[src/rtl/store_fwd_unit.sv]
// Store-data forwarding for the EX->MEM boundary: resolves the store source register
// against the live writeback and a short history of recent writebacks.
module store_fwd_unit #(
    parameter int          DATA_W = 32,
    parameter int          REG_AW = 5,
    parameter int          DEPTH  = 3,
    parameter logic [5:0]  SW_OP  = 6'b101011
) (
    input  logic              clock,
    input  logic              reset,
    input  logic              stall,
    input  logic              flush,
    input  logic [5:0]        ex_op,
    input  logic [REG_AW-1:0] ex_rt,
    input  logic [DATA_W-1:0] ex_rt_data,
    input  logic              wb_valid,
    input  logic [REG_AW-1:0] wb_rd,
    input  logic [DATA_W-1:0] wb_data,
    output logic [DATA_W-1:0] mem_store_data,
    output logic [3:0]        mem_fwd_src,
    output logic              mem_fwd_valid,
    output logic [15:0]       fwd_count
);

    logic [DEPTH-1:0]  hist_valid_reg;
    logic [REG_AW-1:0] hist_rd_reg   [DEPTH];
    logic [DATA_W-1:0] hist_data_reg [DEPTH];
    logic [DEPTH-1:0]  hist_hit;

    logic [DATA_W-1:0] mem_data_reg;
    logic [3:0]        mem_src_reg;
    logic              mem_valid_reg;
    logic [15:0]       fwd_count_reg;

    logic              wb_commit;
    logic              req;
    logic              live_hit;
    logic [DATA_W-1:0] sel_data_next;
    logic [3:0]        sel_src_next;

    // Register 0 is never recorded, so a valid entry can never match ex_rt==0.
    assign wb_commit = wb_valid && (wb_rd != '0);
    assign req       = (ex_op == SW_OP) && (ex_rt != '0) && !flush;
    assign live_hit  = wb_commit && (wb_rd == ex_rt);

    generate
        for (genvar gi = 0; gi < DEPTH; gi++) begin : g_hit
            assign hist_hit[gi] = hist_valid_reg[gi] && (hist_rd_reg[gi] == ex_rt);
        end
    endgenerate

    // Oldest-to-newest scan so the newest match wins; the live write beats all history.
    always_comb begin
        sel_data_next = ex_rt_data;
        sel_src_next  = 4'd0;
        for (int i = DEPTH - 1; i >= 0; i--) begin
            if (hist_hit[i]) begin
                sel_data_next = hist_data_reg[i];
                sel_src_next  = 4'(i + 2);
            end
        end
        if (live_hit) begin
            sel_data_next = wb_data;
            sel_src_next  = 4'd1;
        end
        if (!req) begin
            sel_data_next = ex_rt_data;
            sel_src_next  = 4'd0;
        end
    end

    // History shifts on every committed write, independent of stall/flush.
    always_ff @(posedge clock) begin
        if (reset) begin
            hist_valid_reg <= '0;
        end else if (wb_commit) begin
            for (int i = DEPTH - 1; i > 0; i--) begin
                hist_valid_reg[i] <= hist_valid_reg[i-1];
                hist_rd_reg[i]    <= hist_rd_reg[i-1];
                hist_data_reg[i]  <= hist_data_reg[i-1];
            end
            hist_valid_reg[0] <= 1'b1;
            hist_rd_reg[0]    <= wb_rd;
            hist_data_reg[0]  <= wb_data;
        end
    end

    always_ff @(posedge clock) begin
        if (reset) begin
            mem_data_reg  <= '0;
            mem_src_reg   <= 4'd0;
            mem_valid_reg <= 1'b0;
            fwd_count_reg <= 16'd0;
        end else if (!stall) begin
            mem_data_reg  <= sel_data_next;
            mem_src_reg   <= sel_src_next;
            mem_valid_reg <= (sel_src_next != 4'd0);
            if ((sel_src_next != 4'd0) && (fwd_count_reg != 16'hFFFF)) begin
                fwd_count_reg <= fwd_count_reg + 16'd1;
            end
        end
    end

    assign mem_store_data = mem_data_reg;
    assign mem_fwd_src    = mem_src_reg;
    assign mem_fwd_valid  = mem_valid_reg;
    assign fwd_count      = fwd_count_reg;

endmodule

[config.mk]
export PLATFORM = sky130hd
export DESIGN_NAME = store_fwd_unit
export DESIGN_NICKNAME = d
export VERILOG_FILES = /design/src/rtl/store_fwd_unit.sv
export SDC_FILE = /design/constraint.sdc
export NUM_CORES = 1
export LEC_CHECK = 0
export BUFFER_PORTS_ARGS = -buffer_cell sky130_fd_sc_hd__buf_2
export CAP_MARGIN = 20
export CORE_ASPECT_RATIO = 0.75
export CORE_MARGIN = 2
export CORE_UTILIZATION = 31
export CTS_CLUSTER_SIZE = 20
export DETAILED_ROUTE_END_ITERATION = 8
export REMOVE_ABC_BUFFERS = 1
export SLEW_MARGIN = 20
export SYNTH_ARGS = -nofsm -noshare
export SYNTH_HDL_FRONTEND = slang
export SYNTH_SLANG_ARGS = --single-unit
[constraint.sdc]
create_clock -name clock -period 9.35 [get_ports clock]
set_input_delay 0.935 -clock clock [delete_from_list [all_inputs] [get_ports clock]]
set_output_delay 0.935 -clock clock [all_outputs]
set_load 0.01 [all_outputs]
; Word level (Yosys, flattened, before mapping)
; Memories as Yosys holds them, arrays and structs flattened.
; Cells that the tools add are included.
[totals]
mem_count = 2
word_cells = 41
input_bits = 85
out_inout_bits = 53
ramBits = 111
reg_bits = 56
[memory_table]
columns = name, words, word_bits, read_ports, rd_ports_with_merged_regs, wr, line
row1 = hist_data_reg, 3, 32, 3, 0, 3, 27  ; logic [DATA_W-1:0] hist_data_reg [DEPTH];
row2 = hist_rd_reg, 3, 5, 3, 0, 3, 26  ; logic [REG_AW-1:0] hist_rd_reg [DEPTH];
[classes]
muxes = 13
addsub = 1
bitwise = 1
n_reduce_logical = 13
eq_ne = 6
[op_table]
columns = cell, count
row1 = 32-bit two-way mux, 5
row2 = 5-bit == test, 4
row3 = 16-bit by 1-bit adder with 16-bit output (second input constant), 1
row4 = 4-bit two-way mux, 4
row5 = 16-bit != test (second input constant), 1
row6 = 5-bit nonzero test, 2
row7 = 1-bit logical AND, 8
row8 = 6-bit == test (second input constant), 1
row9 = 4-bit nonzero test, 1
row10 = 1-bit two-way mux, 3
row11 = 3-bit two-way mux, 1
row12 = 2-bit AND reduction, 1
row13 = 1-bit zero test, 1
row14 = 1-bit NOT, 1

; Logic depth before layout (Yosys ltp)
; An unclocked memory read counts as a cell.
[depth]
ltp_word = 11
mapped_depth = 9

; Least setup slack after synthesis
; OpenSTA, ideal clock, no wires.
[synth_path]
kind = input -> register
startpoint = input port reset
endpoint = memory hist_data_reg[0][0] (enable)
slack_ps = 2786
n_path_buf = 2
arrival_ps = 5982
path_stages = 3
setup_ps = 583
path_cell_list = clkbuf_1 > buf_1 > nor2_1
[synth_lines]
columns = item, line
row1 = start: declaration, 10  ; input logic reset,
row2 = end: declaration, 27

==> metrics.txt <==
grt total ovfl 0; final number of hold-violating endpoints 0; Post-synth EDFFs 111; Die Y roughly 140 um; Die W about 190 um; Clk pwr share 0.421; CTS tree built; sw frac 0.254; Distinct cells, synth between 50 and 60; Synth Flop Type edfxtp_1; FMAX roughly 0.31 GHz; Synth warnings 0; crit path max fanout roughly 80; port bufs 136; Max Root-Sink Buffers 2; DR iter-0 viols between 500 and 600; Worst Path Arrival 3.26 ns; Internal between 1 and 1.5 mW; initial antenna violation count 0; post-CTS setup repair buffer count 0; TritonCTS Buffers 17; CP max stage cell buf_4; cells after synthesis 698; CP cell instances buf_2 -> or4_1 -> o21ai_0 -> nor2_4 -> buf_4; worst setup margin 6.15 ns; vias in the first global route 5923; async set or reset register ratio after synthesis 0; Clk Latency, worst-skew pair between 0.4 and 0.5 ns; max reg flops 96; outcome completed; DRT antenna net count 0; residual DRC count 0; RSZ-0062 raised after global routing false; final period utilization 0.343; P_sw about 0.44 mW; crit start category input port; maximum VDD drop around 0.13 mV; DR WL/cell approximately 19 um; max-cap violation count 0; H-tree Lvls 4; TNS Setup 0 ns; pre-CTS WS around 5.7 ns; critical path type in -> reg; Total Routed Length between 20000 and 25000 um; minimum clock period approximately 3.2 ns; Gate power share 0.088; vias per cell 5.40; Clock Sink Count 166; Seq pwr share 0.491; Power Density about 190 nW/um^2; Synth Register Bits 166; largest net degree at the start of global routing between 80 and 90; vias 6221; setup violators final 0; CTS clk-pin slew, worst paths about 0.070 ns; critical path required time roughly 9.4 ns; final net count approximately 890; die area ~26000 um^2; Seq/Total Area, Yosys 0.570; Initial Util 0.313; Crit path largest cell delay 0.93 ns; Relative slew margins 0.303; Final GP Congestion around 0.78; share of cells above drive strength 1 0.231; Initial DRT Pass Iterations 5; post-route clock skew about 0.013 ns; Avg Cell Area, Syn about 11 um^2; Root Driver clkbuf_16; Ant. Diodes 0; Area growth syn-to-layout 19.5%; core area 24800 um^2; HP Class reg -> reg; Post-Syn Area about 8000 um^2; final hold slack ~0.45 ns; # rows 50; Post-DP HPWL approximately 13000 um; GR Util All Layers 0.166; hold_buf cts 0; max-slew violations 0; Lkg Pwr 3.22 nW; Top Ports ~140; CP endpoint kind flop; post-CTS sizing 0; first-pass GRT wire length between 30000 and 40000 um; Fillers 2452; worst-margin pin slew between 1 and 1.5 ns
-- worst max-delay path: cells and delay by family --
| kind | cells | cell delay [ns] |
|---|---|---|
| buf+inv | 2 | 1.05 |
| compound gates | 1 | 0.28 |
| simple gates | 2 | 0.92 |
-- kinds of logic after synthesis --
| logic type | share of synthesized area |
|---|---|
| compound gates | 0.218 |
| xor+xnor | 0.0270 |
| fa+ha+maj | 0.00161 |
| buf+inv | 0.0492 |
| flops | 0.570 |
| mux | 0.0323 |
| other cells | 0.000482 |
| simple gates | 0.102 |
-- power groups by stage --
stage	Combinational [mW]	Sequential [mW]	Clock (mW)
global placement	0.151	0.861	0
finish	0.152	0.847	0.726
global route	0.167	0.851	0.766
CTS	0.152	0.846	0.738
detailed placement	0.151	0.862	0
floorplan	0.0704	0.867	0
-- final cells by class --
type	instances	area (um^2)	share of cell area
Tap cell	338	423	0.0455
Timing Repair Buffer	144	741	0.0796
Clock buffer	18	429	0.0461
Multi-Input combinational cell	442	3000	0.323
Inverter	29	109	0.0117
Sequential cell	166	4430	0.477
Clock inverter	14	165	0.0178
-- final timing paths --
path	from	to	slack [ns]	cells past startpoint
hold reg to reg	hist_data_reg[0][33]	hist_data_reg[0][65]	0.45	0
setup / recovery	wb_rd[3]	hist_data_reg[0][19]	6.15	5
setup reg to reg	hist_rd_reg[0][1]	mem_store_data[4]	6.47	7
hold / removal	hist_data_reg[0][33]	hist_data_reg[0][65]	0.45	0
-- per-stage QoR --
| step | cell area (um^2) | utilization | total power, mW | instances |
|---|---|---|---|---|
| after floorplan | 7510 | - | 0.937 | 637 |
| after global placement | 8710 | 0.351 | 1.01 | 1119 |
| after detailed placement | 8710 | 0.351 | 1.01 | 1119 |
| after CTS | 9300 | 0.375 | 1.74 | 1151 |
| after global routing | 9300 | 0.375 | 1.78 | 1151 |
| final | 9300 | 0.375 | 1.72 | 1151 |
-- synthesized netlist by cell type, types with 5 or more instances --
cell       instances  share of area
a221oi_1          22          0.025
nor2_1            35          0.017
mux2i_1           24          0.031
buf_2             12         0.0077
nand4_1            5         0.0040
inv_1             29          0.014
o21a_1            21          0.020
nand2_1           63          0.030
o2111ai_1         22          0.025
o211ai_1          24          0.023
clkbuf_1          39          0.019
o21ai_0           19          0.012
edfxtp_1         111           0.43
o221ai_1          32          0.036
a21oi_1           46          0.030
a221o_1           20          0.026
xnor2_1           16          0.018
xor2_1             8         0.0090
nand3_1           20          0.013
or3_1              7         0.0056
dfxtp_1           55           0.14
nor3_1            23          0.015
-- cells in the final DEF, fill, tap and decap left out, drive strengths merged, types with 21 or more instances in the layout --
| master | instances |
|---|---|
| inv | 37 |
| mux2i | 24 |
| a221oi | 22 |
| o2111ai | 22 |
| a21oi | 46 |
| o221ai | 32 |
| o211ai | 24 |
| o21a | 21 |
| nand2 | 63 |
| nor2 | 35 |
| buf | 144 |
| dfxtp | 55 |
| nor3 | 24 |
| edfxtp | 111 |
-- metal layers --
| layer | wire (um) | track usage | share of wire | vias up |
|---|---|---|---|---|
| li1 | - | - | - | 2931 |
| met1 | 10700 | 0.245 | 0.49 | 2989 |
| met2 | 9250 | 0.239 | 0.42 | 275 |
| met3 | 1770 | 0.0391 | 0.081 | 26 |
| met4 | 258 | 0.0480 | 0.012 | 0 |
| met5 | 0 | 0 | 0 | - |
No activity file was read; power rests on OpenSTA's default activity.
